$ cat src/rtl/mpc_h_vector_reader_pkg.sv
// Shared definitions for the h-vector memory readers.
package mpc_h_pkg;

  localparam int H_ADDR_W = 5;
  localparam int H_DATA_W = 21;
  localparam int H_CNT_W  = 6;

  typedef logic signed [H_DATA_W-1:0] h_word_t;

  typedef enum logic [1:0] {
    IDLE  = 2'd0,
    READ  = 2'd1,
    DRAIN = 2'd2,
    DONE  = 2'd3
  } rd_state_e;

  localparam h_word_t H_BOUND_DEFAULT = 21'd163840;

endpackage

$ cat src/rtl/mpc_h_vector_reader_if.sv
// Control, RAM read port and output stream of the h-vector reader.
interface mpc_h_vector_reader_if
  import mpc_h_pkg::*;
#(
  parameter int ADDR_W = H_ADDR_W,
  parameter int DATA_W = H_DATA_W,
  parameter int CNT_W  = H_CNT_W
);
  logic              ap_start;
  logic              ap_done;
  logic              ap_idle;
  logic              ap_ready;
  logic [ADDR_W-1:0] base;
  logic [CNT_W-1:0]  count;
  logic [ADDR_W-1:0] h_address0;
  logic              h_ce0;
  logic [DATA_W-1:0] h_q0;
  logic [DATA_W-1:0] out_data;
  logic              out_valid;
  logic              out_ready;

  modport slave (
    input  ap_start, base, count, h_q0, out_ready,
    output ap_done, ap_idle, ap_ready, h_address0, h_ce0, out_data, out_valid
  );

  modport master (
    output ap_start, base, count, h_q0, out_ready,
    input  ap_done, ap_idle, ap_ready, h_address0, h_ce0, out_data, out_valid
  );
endinterface

$ cat src/rtl/mpc_h_vector_reader_fifo.sv
// Two-entry FIFO used to absorb the one-cycle RAM latency under backpressure.
module mpc_skid_fifo2 #(
  parameter int W = 21
) (
  input  logic         clk,
  input  logic         rst,
  input  logic         push,
  input  logic         pop,
  input  logic [W-1:0] din,
  output logic [W-1:0] dout,
  output logic         full,
  output logic         empty,
  output logic [1:0]   count
);
  logic [1:0][W-1:0] mem;
  logic              wr_ptr, rd_ptr;
  logic [1:0]        cnt_q;
  logic              do_push, do_pop;

  // A push into a full FIFO is accepted only when the head leaves in the same cycle.
  assign do_pop  = pop && (cnt_q != 2'd0);
  assign do_push = push && ((cnt_q != 2'd2) || do_pop);

  always_ff @(posedge clk or posedge rst) begin
    if (rst) begin
      mem    <= '0;
      wr_ptr <= 1'b0;
      rd_ptr <= 1'b0;
      cnt_q  <= 2'd0;
    end else begin
      if (do_push) begin
        mem[wr_ptr] <= din;
        wr_ptr      <= ~wr_ptr;
      end
      if (do_pop) rd_ptr <= ~rd_ptr;
      case ({do_push, do_pop})
        2'b10:   cnt_q <= cnt_q + 2'd1;
        2'b01:   cnt_q <= cnt_q - 2'd1;
        default: cnt_q <= cnt_q;
      endcase
    end
  end

  assign dout  = mem[rd_ptr];
  assign full  = (cnt_q == 2'd2);
  assign empty = (cnt_q == 2'd0);
  assign count = cnt_q;
endmodule

$ cat src/rtl/mpc_h_vector_reader.sv
// Streams a window of the h RAM out as a valid/ready stream under ap_* block control.
module mpc_h_vector_reader
  import mpc_h_pkg::*;
#(
  parameter int ADDR_W = H_ADDR_W,
  parameter int DATA_W = H_DATA_W,
  parameter int CNT_W  = H_CNT_W
) (
  input  logic                  ap_clk,
  input  logic                  ap_rst,
  mpc_h_vector_reader_if.slave  bus
);
  rd_state_e         state_q, state_d;
  logic [ADDR_W-1:0] addr_r;
  logic [CNT_W-1:0]  rem_r;
  logic              inflight_r;

  logic              issue, pop, last_issue;
  logic              fifo_full, fifo_empty;
  logic [1:0]        fifo_cnt;
  logic [2:0]        occ;
  logic [DATA_W-1:0] head;

  assign pop = !fifo_empty && bus.out_ready;
  assign occ = {1'b0, fifo_cnt} + {2'b00, inflight_r};

  // The element leaving this cycle frees a slot, so it counts as credit for a new read.
  assign issue = (state_q == READ) && (rem_r != '0)
              && (occ < (3'd2 + {2'b00, pop}))
              && !(fifo_full && !pop);
  assign last_issue = issue && (rem_r == CNT_W'(1));

  always_ff @(posedge ap_clk or posedge ap_rst) begin
    if (ap_rst) state_q <= IDLE;
    else        state_q <= state_d;
  end

  always_comb begin
    state_d = state_q;
    case (state_q)
      IDLE:  if (bus.ap_start) state_d = (bus.count == '0) ? DONE : READ;
      READ:  if (last_issue) state_d = DRAIN;
      DRAIN: if (!inflight_r && (fifo_empty || (fifo_cnt == 2'd1 && pop))) state_d = DONE;
      DONE:  state_d = IDLE;
      default: state_d = IDLE;
    endcase
  end

  always_comb begin
    bus.h_ce0      = issue;
    bus.h_address0 = addr_r;
    bus.ap_idle    = (state_q == IDLE);
    bus.ap_done    = (state_q == DONE);
    bus.ap_ready   = (state_q == DONE);
    bus.out_valid  = !fifo_empty;
    bus.out_data   = head;
  end

  always_ff @(posedge ap_clk or posedge ap_rst) begin
    if (ap_rst) begin
      addr_r     <= '0;
      rem_r      <= '0;
      inflight_r <= 1'b0;
    end else begin
      inflight_r <= issue;
      if (state_q == IDLE && bus.ap_start) begin
        addr_r <= bus.base;
        rem_r  <= bus.count;
      end else if (issue) begin
        addr_r <= addr_r + ADDR_W'(1);
        rem_r  <= rem_r - CNT_W'(1);
      end
    end
  end

  mpc_skid_fifo2 #(.W(DATA_W)) u_fifo (
    .clk   (ap_clk),
    .rst   (ap_rst),
    .push  (inflight_r),
    .pop   (pop),
    .din   (bus.h_q0),
    .dout  (head),
    .full  (fifo_full),
    .empty (fifo_empty),
    .count (fifo_cnt)
  );
endmodule

$ cat src/flat_wrapper.sv
// flat-port wrapper written by rule: the top's interface ports become plain ports
module mpc_h_vector_reader_flat import mpc_h_pkg::*;
#(
  parameter int ADDR_W = H_ADDR_W,
  parameter int DATA_W = H_DATA_W,
  parameter int CNT_W  = H_CNT_W
)
  (ap_clk, ap_rst, bus_ap_start, bus_base, bus_count, bus_h_q0, bus_out_ready, bus_ap_done, bus_ap_idle, bus_ap_ready, bus_h_address0, bus_h_ce0, bus_out_data, bus_out_valid);
  mpc_h_vector_reader_if #(.ADDR_W(ADDR_W), .DATA_W(DATA_W), .CNT_W(CNT_W)) bus_i ();
  input  logic ap_clk;
  input  logic ap_rst;
  input wire logic [$bits(bus_i.ap_start)-1:0] bus_ap_start;
  input wire logic [$bits(bus_i.base)-1:0] bus_base;
  input wire logic [$bits(bus_i.count)-1:0] bus_count;
  input wire logic [$bits(bus_i.h_q0)-1:0] bus_h_q0;
  input wire logic [$bits(bus_i.out_ready)-1:0] bus_out_ready;
  output wire logic [$bits(bus_i.ap_done)-1:0] bus_ap_done;
  output wire logic [$bits(bus_i.ap_idle)-1:0] bus_ap_idle;
  output wire logic [$bits(bus_i.ap_ready)-1:0] bus_ap_ready;
  output wire logic [$bits(bus_i.h_address0)-1:0] bus_h_address0;
  output wire logic [$bits(bus_i.h_ce0)-1:0] bus_h_ce0;
  output wire logic [$bits(bus_i.out_data)-1:0] bus_out_data;
  output wire logic [$bits(bus_i.out_valid)-1:0] bus_out_valid;
  assign bus_i.ap_start = bus_ap_start;
  assign bus_i.base = bus_base;
  assign bus_i.count = bus_count;
  assign bus_i.h_q0 = bus_h_q0;
  assign bus_i.out_ready = bus_out_ready;
  assign bus_ap_done = bus_i.ap_done;
  assign bus_ap_idle = bus_i.ap_idle;
  assign bus_ap_ready = bus_i.ap_ready;
  assign bus_h_address0 = bus_i.h_address0;
  assign bus_h_ce0 = bus_i.h_ce0;
  assign bus_out_data = bus_i.out_data;
  assign bus_out_valid = bus_i.out_valid;
  mpc_h_vector_reader #(.ADDR_W(ADDR_W), .DATA_W(DATA_W), .CNT_W(CNT_W)) u_core (.ap_clk(ap_clk), .ap_rst(ap_rst), .bus(bus_i));
endmodule
$ cat config.mk
export PLATFORM = sky130hd
export DESIGN_NAME = mpc_h_vector_reader_flat
export DESIGN_NICKNAME = d
export VERILOG_FILES = /design/src/rtl/mpc_h_vector_reader_pkg.sv /design/src/rtl/mpc_h_vector_reader_if.sv /design/src/rtl/mpc_h_vector_reader_fifo.sv /design/src/rtl/mpc_h_vector_reader.sv /design/src/flat_wrapper.sv
export SDC_FILE = /design/constraint.sdc
export NUM_CORES = 1
export LEC_CHECK = 0
export BUFFER_PORTS_ARGS = -buffer_cell sky130_fd_sc_hd__buf_2
export CAP_MARGIN = 30
export CELL_PAD_IN_SITES_DETAIL_PLACEMENT = 0
export CELL_PAD_IN_SITES_GLOBAL_PLACEMENT = 2
export CORE_UTILIZATION = 37
export CTS_BUF_LIST = sky130_fd_sc_hd__clkbuf_8
export DETAILED_ROUTE_END_ITERATION = 8
export PLACE_DENSITY_LB_ADDON = 0.1
export RECOVER_POWER = 100
export SYNTH_ARGS = -nofsm -noshare
export SYNTH_HDL_FRONTEND = slang
export SYNTH_SLANG_ARGS = --single-unit
export TNS_END_PERCENT = 20
$ cat constraint.sdc
create_clock -name ap_clk -period 3.05 [get_ports ap_clk]
set_clock_uncertainty 0.05 [all_clocks]
set_input_delay 0.61 -clock ap_clk [delete_from_list [all_inputs] [get_ports ap_clk]]
set_output_delay 0.61 -clock ap_clk [all_outputs]
set_load 0.005 [all_outputs]
# --- After elaboration in Yosys (flattened, before gate mapping) ---
# Cells that the tools add are included.
classes:
  n_addsub: 6
  order_cmp: 4
  n_eq_ne: 12
  n_mux: 15
  n_bitwise: 2
  reduce_logical: 26
ops:
  columns: ["operator", "n"]
  rows:
  - ["2-to-1 mux 21 bit", 3]
  - ["bitwise mux 42 bit", 1]
  - ["demux 21 bit (select 1 bit)", 1]
  - ["logical AND 1 bit", 12]
  - ["2-to-1 mux 6 bit", 2]
  - ["2-to-1 mux 5 bit", 2]
  - ["equality test 2 bit, second input constant", 4]
  - ["2-to-1 mux 2 bit", 4]
  - ["one-hot mux 2 bit (4 select lines)", 1]
  - ["equality test 2 x 1 -> 1 bit, second input constant", 3]
  - ["equality test 6 x 1 -> 1 bit, second input constant", 1]
  - ["zero test 6 bit", 1]
  - ["nonzero test 2 bit", 3]
  - ["nonzero test 6 bit", 1]
  - ["subtractor 6 x 1 -> 6 bit, second input constant", 1]
  - ["adder 5 x 1 -> 5 bit, second input constant", 1]
  - ["zero test 1 bit", 4]
  - ["zero test 2 bit", 2]
  - ["< comparator 1 x 2 -> 1 bit, second input constant", 2]
  - ["!= test 2 x 1 -> 1 bit, second input constant", 2]
  - ["!= test 2 bit, second input constant", 2]
  - ["one-hot mux 2 bit (2 select lines)", 1]
  - ["adder 2 x 1 -> 3 bit", 1]
  - ["adder 2 x 1 -> 3 bit, first input constant", 1]
  - ["7 further kinds", 9]
word_totals:
  ff_bits: 60
  input_bits: 36
  output_inout_bits: 31

# --- Longest topological paths before layout ---
# Gate-level depths: netlist of run 1.
logic_depth:
  word_depth: 10
  depth_mapped: 8

# --- Cells and area by module ---
# From an unflattened synthesis of run 1, not the netlist that was laid out.
unflattened:
  cells_unflattened: 245
  hier_area_um2: 3208.1
by_module_without_submodules:
  columns: ["module", "n_inst", "cells_per_inst", "area_each_um2"]
  rows:
  - ["mpc_skid_fifo2", 1, 131, 2200.9]
  - ["mpc_h_vector_reader", 1, 114, 1007.2]

# --- Least setup slack after synthesis of run 1 ---
# OpenSTA, ideal clock, no wires.
synth_timing:
  path_kind: "register to output"
  from: "register u_core.u_fifo.cnt_q[0], in the netlist u_core.u_fifo.count[0]"
  to: "output port bus_h_ce0"
  t_arrival_ns: 1.708
  required_ns: 2.390
  setup_slack_ns: 0.682
  stages_incl_launch_ff: 6
  n_path_buf: 1
  path_cell_list: "dfrtp_1 ha_1 or3b_1 a221o_1 buf_2 nor2_1"
synth_via:
  elab_chain_len: 7
  elab_cells_between_ends: 12
  cone_classes: "2 x add/sub; 1 x order compare; 1 x eq/ne; 8 x reduce/logical"
synth_rtl:
  columns: ["element", "line", "rtl"]
  rows:
  - ["start: declaration", "mpc_h_vector_reader_fifo.sv:17", "logic [1:0] cnt_q;"]
  - ["start signal: assignment", "mpc_h_vector_reader_fifo.sv:37", "2'b10: cnt_q <= cnt_q + 2'd1;"]
  - ["start signal: assignment", "mpc_h_vector_reader_fifo.sv:38", "2'b01: cnt_q <= cnt_q - 2'd1;"]
  - ["start signal: assignment", "mpc_h_vector_reader_fifo.sv:39", "default: cnt_q <= cnt_q;"]
  - ["zero test 2 bit", "mpc_h_vector_reader_fifo.sv:46", "assign empty = (cnt_q == 2'd0);"]
  - ["zero test 1 bit", "mpc_h_vector_reader.sv:24", "assign pop = !fifo_empty && bus.out_ready;"]
  - ["logical AND 1 bit", "mpc_h_vector_reader.sv:24", null]
  - ["adder 2 x 1 -> 3 bit or zero test 1 bit (tied branches)", "mpc_h_vector_reader.sv:29, mpc_h_vector_reader.sv:30", null]
  - ["< comparator 3 bit or logical AND 1 bit (tied branches)", "mpc_h_vector_reader.sv:29, mpc_h_vector_reader.sv:30", null]
  - ["logical AND 1 bit or zero test 1 bit (tied branches)", "mpc_h_vector_reader.sv:29, mpc_h_vector_reader.sv:30", null]
  - ["logical AND 1 bit *", "mpc_h_vector_reader.sv:30", "&& !(fifo_full && !pop);"]
  - ["end: declaration", "flat_wrapper.sv:21", "output wire logic [$bits(bus_i.h_ce0)-1:0] bus_h_ce0;"]
# Mark *: on every way between the ends. The rest lies on a longest branch, timed or not.

# --- Final worst setup path of run 1 ---
# Ends and elaborated chain as after synthesis.

==> flow_summary.toml, run 1 <==
[outcome]
outcome = "completed"

[clock_network]
postCtsSetupBuffers = 0
cts_root_buf = "clkbuf_8"
ctsHoldBuffers = 0
numClockSinks = 60
clockBufferDepth = 2
cts_tree = "done"
numCtsBuffers = 9
h-tree-depth = 3
cts_resized = 0
path_clk_slew_ns = 0.06
clk-insertion-delay-late_ns = 0.33

[worst_setup_path]
required_ns = 2.39
critPathMaxFanout = 4
rrSetupSlack_ns = 0.38
startpoint_type = "register"
r2r.worst_path.cells = 6
end_kind = "primary output"
crit_path_end = "bus_h_ce0"
critPathArrivalTime_ns = 2.09
crit_start = "u_core.u_fifo.count[0]"
slowest_delay_ns = 0.42
critical_path_class = "register to primary output"
rr_endpoint = "u_core.rem_r[4]"
crit_path_top_delay_cell = "dfrtp_1"
path_cells = "ha_1 -> or3b_1 -> a221o_1 -> nor2_1 -> clkbuf_2"
r2r-start = "u_core.u_fifo.count[0]"

[timing]
finalSetupViolCount = 0
slew_headroom = 0.01285
fin_setup_tns_ns = 0
worst_slew_pin_slew_ns = 1.481
fin_ws_ns = 0.2977
fmax_mhz = 363.3
rsz0062_at_grt = "false"
period_needed_ns = 2.752
hold_viol_final = 0
period_share = 0.9024
drv_slew = 0

[routing]
routed_via_density = 4.960
dr.first_iter.drc_count = 34
wl_mm = 6.075
vias = 2098
antenna_left = 0
post_drt_wl_per_cell_um = 14.36
drc = 0
dr.pass1.iters = 4

[logic_synthesis]
synth-seq-cells = 60
synthCells = 245
synthesis.area_um2 = 3005
synth_edf_count = 0
synthFlopType = "dfrtp_1"
yosysWarnings = 0
syn_avg_cell_area_um2 = 12.27
synthArstFlopShare = 1.000
synth_cell_type_count = 36
yosysSeqAreaShare = 0.4996
synth_nets = 295

[power]
power_leakage_nw = 1.626
power_density_nw_per_um2 = 1053
worst_ir_drop_vdd_mv = 0.3895

[global_routing]
grt_pass1_vias = 2146
overflow = 0
grtUsageTotal = 0.1580
antenna_found_initial = 0
grt_max_degree = 61
grt_first_pass_wirelength_mm = 10.23

[final_layout]
drive_above_1_share = 0.4486
fin_nets = 367
diodes = 0
n_fill_cell = 770
regArea_um2 = 1501
multi_input_area_um2 = 1409
area_delta_synth_final_pct = 20.36

[place]
port_buffers = 66
place_congestion = 0.6979
dp_hpwl_mm = 4.024
dpl_worst_slack_ns = 0.6030

[floorplan]
core-area_um2 = 7807
die_w_um = 92.13
ioPinCount = 67
initial_core_util = 0.3849
die_y_um = 92.13
die_area_um2 = 8487
rows = 32

[run]
max_cap_violations = 0

[hold_path]
hp-class = "register to register"
[state kept, by name, summed over array words and instances, names as in the netlist]
register,cells
u_core.inflight_r,1
u_core.u_fifo.count,2
u_core.state_q,2
u_core.rem_r,6
u_core.u_fifo.rd_ptr,1
u_core.u_fifo.wr_ptr,1
u_core.bus.h_address0,5
u_core.u_fifo.mem,42
[stage by stage]
stage                     instance area, um2  utilization  power, mW  instances  hold slack [ns]
after global placement                  3462       0.4434      3.232        408           0.4310
after floorplan                         3005            -      2.666        245           0.4183
after CTS                               3638       0.4660      3.917        423           0.4359
final                                   3617       0.4633      3.808        423           0.4521
after detailed placement                3462       0.4434      3.240        408           0.4392
after global routing                    3617       0.4633      4.149        423           0.4250
[synth_stat cells (2+ instances only)]
master,count,share of area
o211ai_1,2,0.0050
nand2_1,6,0.0075
nand2b_1,4,0.0083
buf_1,2,0.0025
mux2_2,63,0.24
clkbuf_1,5,0.0062
o31ai_1,4,0.010
nor3_1,2,0.0033
mux2i_1,2,0.0067
inv_1,13,0.016
or4_1,8,0.020
o21ai_0,8,0.013
dfrtp_1,60,0.50
and2_1,2,0.0042
buf_2,3,0.0050
nand3_1,5,0.0083
ha_1,14,0.058
a31oi_1,9,0.019
nor2_1,12,0.015
or3_1,2,0.0042
xnor2_1,4,0.012
[worst min path at each step]
stage,to,from,cells after the start
final,u_core.u_fifo.mem[36],u_core.u_fifo.mem[36],1
after CTS,u_core.rem_r[3],bus_count[3],2
after global routing,u_core.rem_r[3],bus_count[3],2
after global placement,u_core.u_fifo.mem[27],u_core.u_fifo.mem[27],1
after floorplan,u_core.u_fifo.wr_ptr,u_core.u_fifo.wr_ptr,1
after detailed placement,u_core.u_fifo.mem[26],u_core.u_fifo.mem[26],1
[where the power goes]
part           total, mW  internal, mW  switching (mW)  leakage [nW]
clock network      0.645         0.331           0.313        0.0872
registers           1.44          1.21           0.235         0.708
logic               1.72         0.943           0.777         0.831
[final cells by class]
class                           count  share of cell area
Timing Repair Buffer               72             0.09789
Clock buffer                       11             0.04185
Tap cell                          102             0.03528
Clock inverter                      4            0.006918
Inverter                           13             0.01349
Multi-Input combinational cell    161              0.3895
Sequential cell                    60              0.4151
[placed cells by master (no fill, tap or decap), types with 2 or more instances in the layout]
cell	n
a31oi_1	9
and2_1	2
buf_2	59
clkbuf_1	7
clkbuf_2	5
clkbuf_8	11
clkinv_2	2
clkinvlp_4	2
dfrtp_1	60
ha_1	14
inv_1	13
mux2_2	63
mux2i_1	2
nand2_1	6
nand2b_1	4
nand3_1	5
nor2_1	11
nor3_1	2
o211ai_1	2
o21ai_0	8
o31ai_1	4
or3_1	2
or4_1	8
xnor2_1	4
[worst max-delay path, delay by kind of cell (launching register included)]
family | cells | cell delay, ns
buffers and inverters | 1 | 0.15
AOI/OAI and AO/OA | 1 | 0.32
and+or+nand+nor | 2 | 0.58
DFF | 1 | 0.42
adders and majority gates | 1 | 0.29
[cell families (layout without fill, tap and decap cells)]
kind of cell               after synthesis  in the layout  synth area share
AOI/OAI and AO/OA                       32             32           0.07202
DFF                                     60             60            0.4996
xor gates and xnor gates                 4              4           0.01166
and+or+nand+nor                         46             46           0.08326
adders and majority gates               14             14           0.05829
muxes                                   65             65            0.2427
buffers and inverters                   24            100           0.03248
[routing by layer]
metal / vias to the layer above / GRT usage / wire [um]
met5: - / 0 / 0
met2: 46 / 0.2600 / 3039
li1: 1032 / - / -
met1: 1018 / 0.1888 / 2697
met3: 2 / 0.06468 / 301
met4: 0 / 0.04688 / 36
Note: power is estimated with default switching activity, not from simulation.
==> inputs of run 2 (changes only) <==
Settings changed: CORE_UTILIZATION 37 to 40.
Clock period 3.05 ns to 3.6 ns, I/O delays scaled along.
==> flow_summary.toml, run 2 (synthesis gave the netlist of run 1 again) <==
[power]
power_leakage_nw = 1.608
power_density_nw_per_um2 = 904.4
p_seq_frac = 0.373
p_sw_frac = 0.3406
worst_ir_drop_vdd_mv = 0.3317
pwr-share-comb = 0.441
power_frac_clock = 0.186
p_total_mw = 3.277
intPower_mw = 2.161
p_sw_mw = 1.116

[routing]
dr.first_iter.drc_count = 62
antenna_left = 0
drc = 0
wl_mm = 5.932
dr.pass1.iters = 3
vias = 2106
routed_via_density = 5.002
post_drt_wl_per_cell_um = 14.09

[timing]
period_share = 0.8239
fmax_mhz = 337.1
fin_ws_ns = 0.6339
finalSetupViolCount = 0
whs_ns = 0.4252
drv_slew = 0
period_needed_ns = 2.966
fin_setup_tns_ns = 0
worst_slew_pin_slew_ns = 1.461
hold_viol_final = 0
slew_headroom = 0.02581
rsz0062_at_grt = "false"

[global_routing]
grt_first_pass_wirelength_mm = 9.287
grt_pass1_vias = 2000
grt-busiest-layer = "met2"
overflow = 0
grtUsageMet2 = 0.2566
antenna_found_initial = 0
met3_usage = 0.03358
grtUsageTotal = 0.1588
gr-usage-met1 = 0.2020
grt_max_degree = 34

[worst_setup_path]
critPathMaxFanout = 21
crit_buf_inv = 2
path_cells = "clkbuf_1 -> mux2_2 -> buf_2"
slowest_delay_ns = 0.93
startpoint_type = "register"
end_kind = "primary output"
required_ns = 2.83
critical_path_class = "register to primary output"
critPathArrivalTime_ns = 2.20
crit_path_top_delay_cell = "clkbuf_1"
critPathTopFamily = "buffers and inverters"

[final_layout]
final_cell_mix = "mux2_2, dfrtp_1, buf_2, clkbuf_1"
largest_register_ffs = 42
instances_no_fill = 421
post-route-util = 0.4996
area_delta_synth_final_pct = 20.57
top_register = "u_core.u_fifo.mem"
fin_nets = 367
stdcell_area_um2 = 3623
drive_above_1_share = 0.4068
layout_commonest_cell = "mux2_2"
diodes = 0

[place]
placed_cell_area_um2 = 3458
dp_hpwl_mm = 4.095
dpl.cell_count = 405
dpl_worst_slack_ns = 0.9688
port_buffers = 66
place_congestion = 0.6823

[floorplan]
core-area_um2 = 7253
die_area_um2 = 7864
die_w_um = 88.68
initial_core_util = 0.4144
rows = 31
die_y_um = 88.68
ioPinCount = 67

[clock_network]
ctsHoldBuffers = 0
path_clk_slew_ns = 0.06
clk-insertion-delay-late_ns = 0.33
numCtsBuffers = 9
clockBufferDepth = 2
numClockSinks = 60
postCtsSetupBuffers = 0
h-tree-depth = 3
cts_tree = "done"
cts_root_buf = "clkbuf_8"
cts_resized = 0

[hold_path]
hp-class = "register to register"

[run]
max_cap_violations = 0

[outcome]
outcome = "completed"
-- run 2: changes by cell type in the layout (fill, tap and decap cells not counted) --
| cell | delta |
|---|---|
| buf_2 | -8 |
| bufinv_16 | +1 |
| clkbuf_1 | +13 |
| clkbuf_2 | -5 |
| clkinvlp_4 | -1 |
| inv_1 | +1 |
-- run 2: metal layers --
metal | wire length (um) | up-vias
li1 | - | 1036
met1 | 2799 | 1020
met2 | 2810 | 42
met3 | 239 | 8
met4 | 82 | 0
met5 | 0 | -
-- run 2: power by group through the flow --
| stage | clock network (mW) | logic, mW | registers, mW |
|---|---|---|---|
| floorplan | 0 | 1.07 | 1.18 |
| global placement | 0 | 1.49 | 1.23 |
| detailed placement | 0 | 1.51 | 1.24 |
| CTS | 0.628 | 1.51 | 1.23 |
| global route | 0.661 | 1.63 | 1.27 |
| finish | 0.608 | 1.44 | 1.22 |
-- run 2: path summary, 6_finish.rpt --
path | startpoint | end | slack [ns] | depth (start not counted)
worst max-delay path | u_core.u_fifo.rd_ptr | bus_out_data[0] | 0.63 | 3
worst min-delay path | u_core.u_fifo.rd_ptr | u_core.u_fifo.rd_ptr | 0.43 | 1
worst max register to register | u_core.u_fifo.count[0] | u_core.u_fifo.mem[17] | 0.69 | 8
worst min register to register | u_core.u_fifo.rd_ptr | u_core.u_fifo.rd_ptr | 0.43 | 1
max in group asynchronous | ap_rst | u_core.u_fifo.mem[15] | 0.88 | 3
min in group asynchronous | ap_rst | u_core.bus.h_address0[1] | 0.67 | 2
-- run 2: cell type report --
class	instances	area, um2
Sequential cell	60	1501
Tap cell	99	123.9
Timing Repair Buffer	72	337.8
Clock buffer	11	151.4
Multi-Input combinational cell	161	1409
Inverter	13	48.80
Fill cell	714	3630
Clock inverter	5	51.30
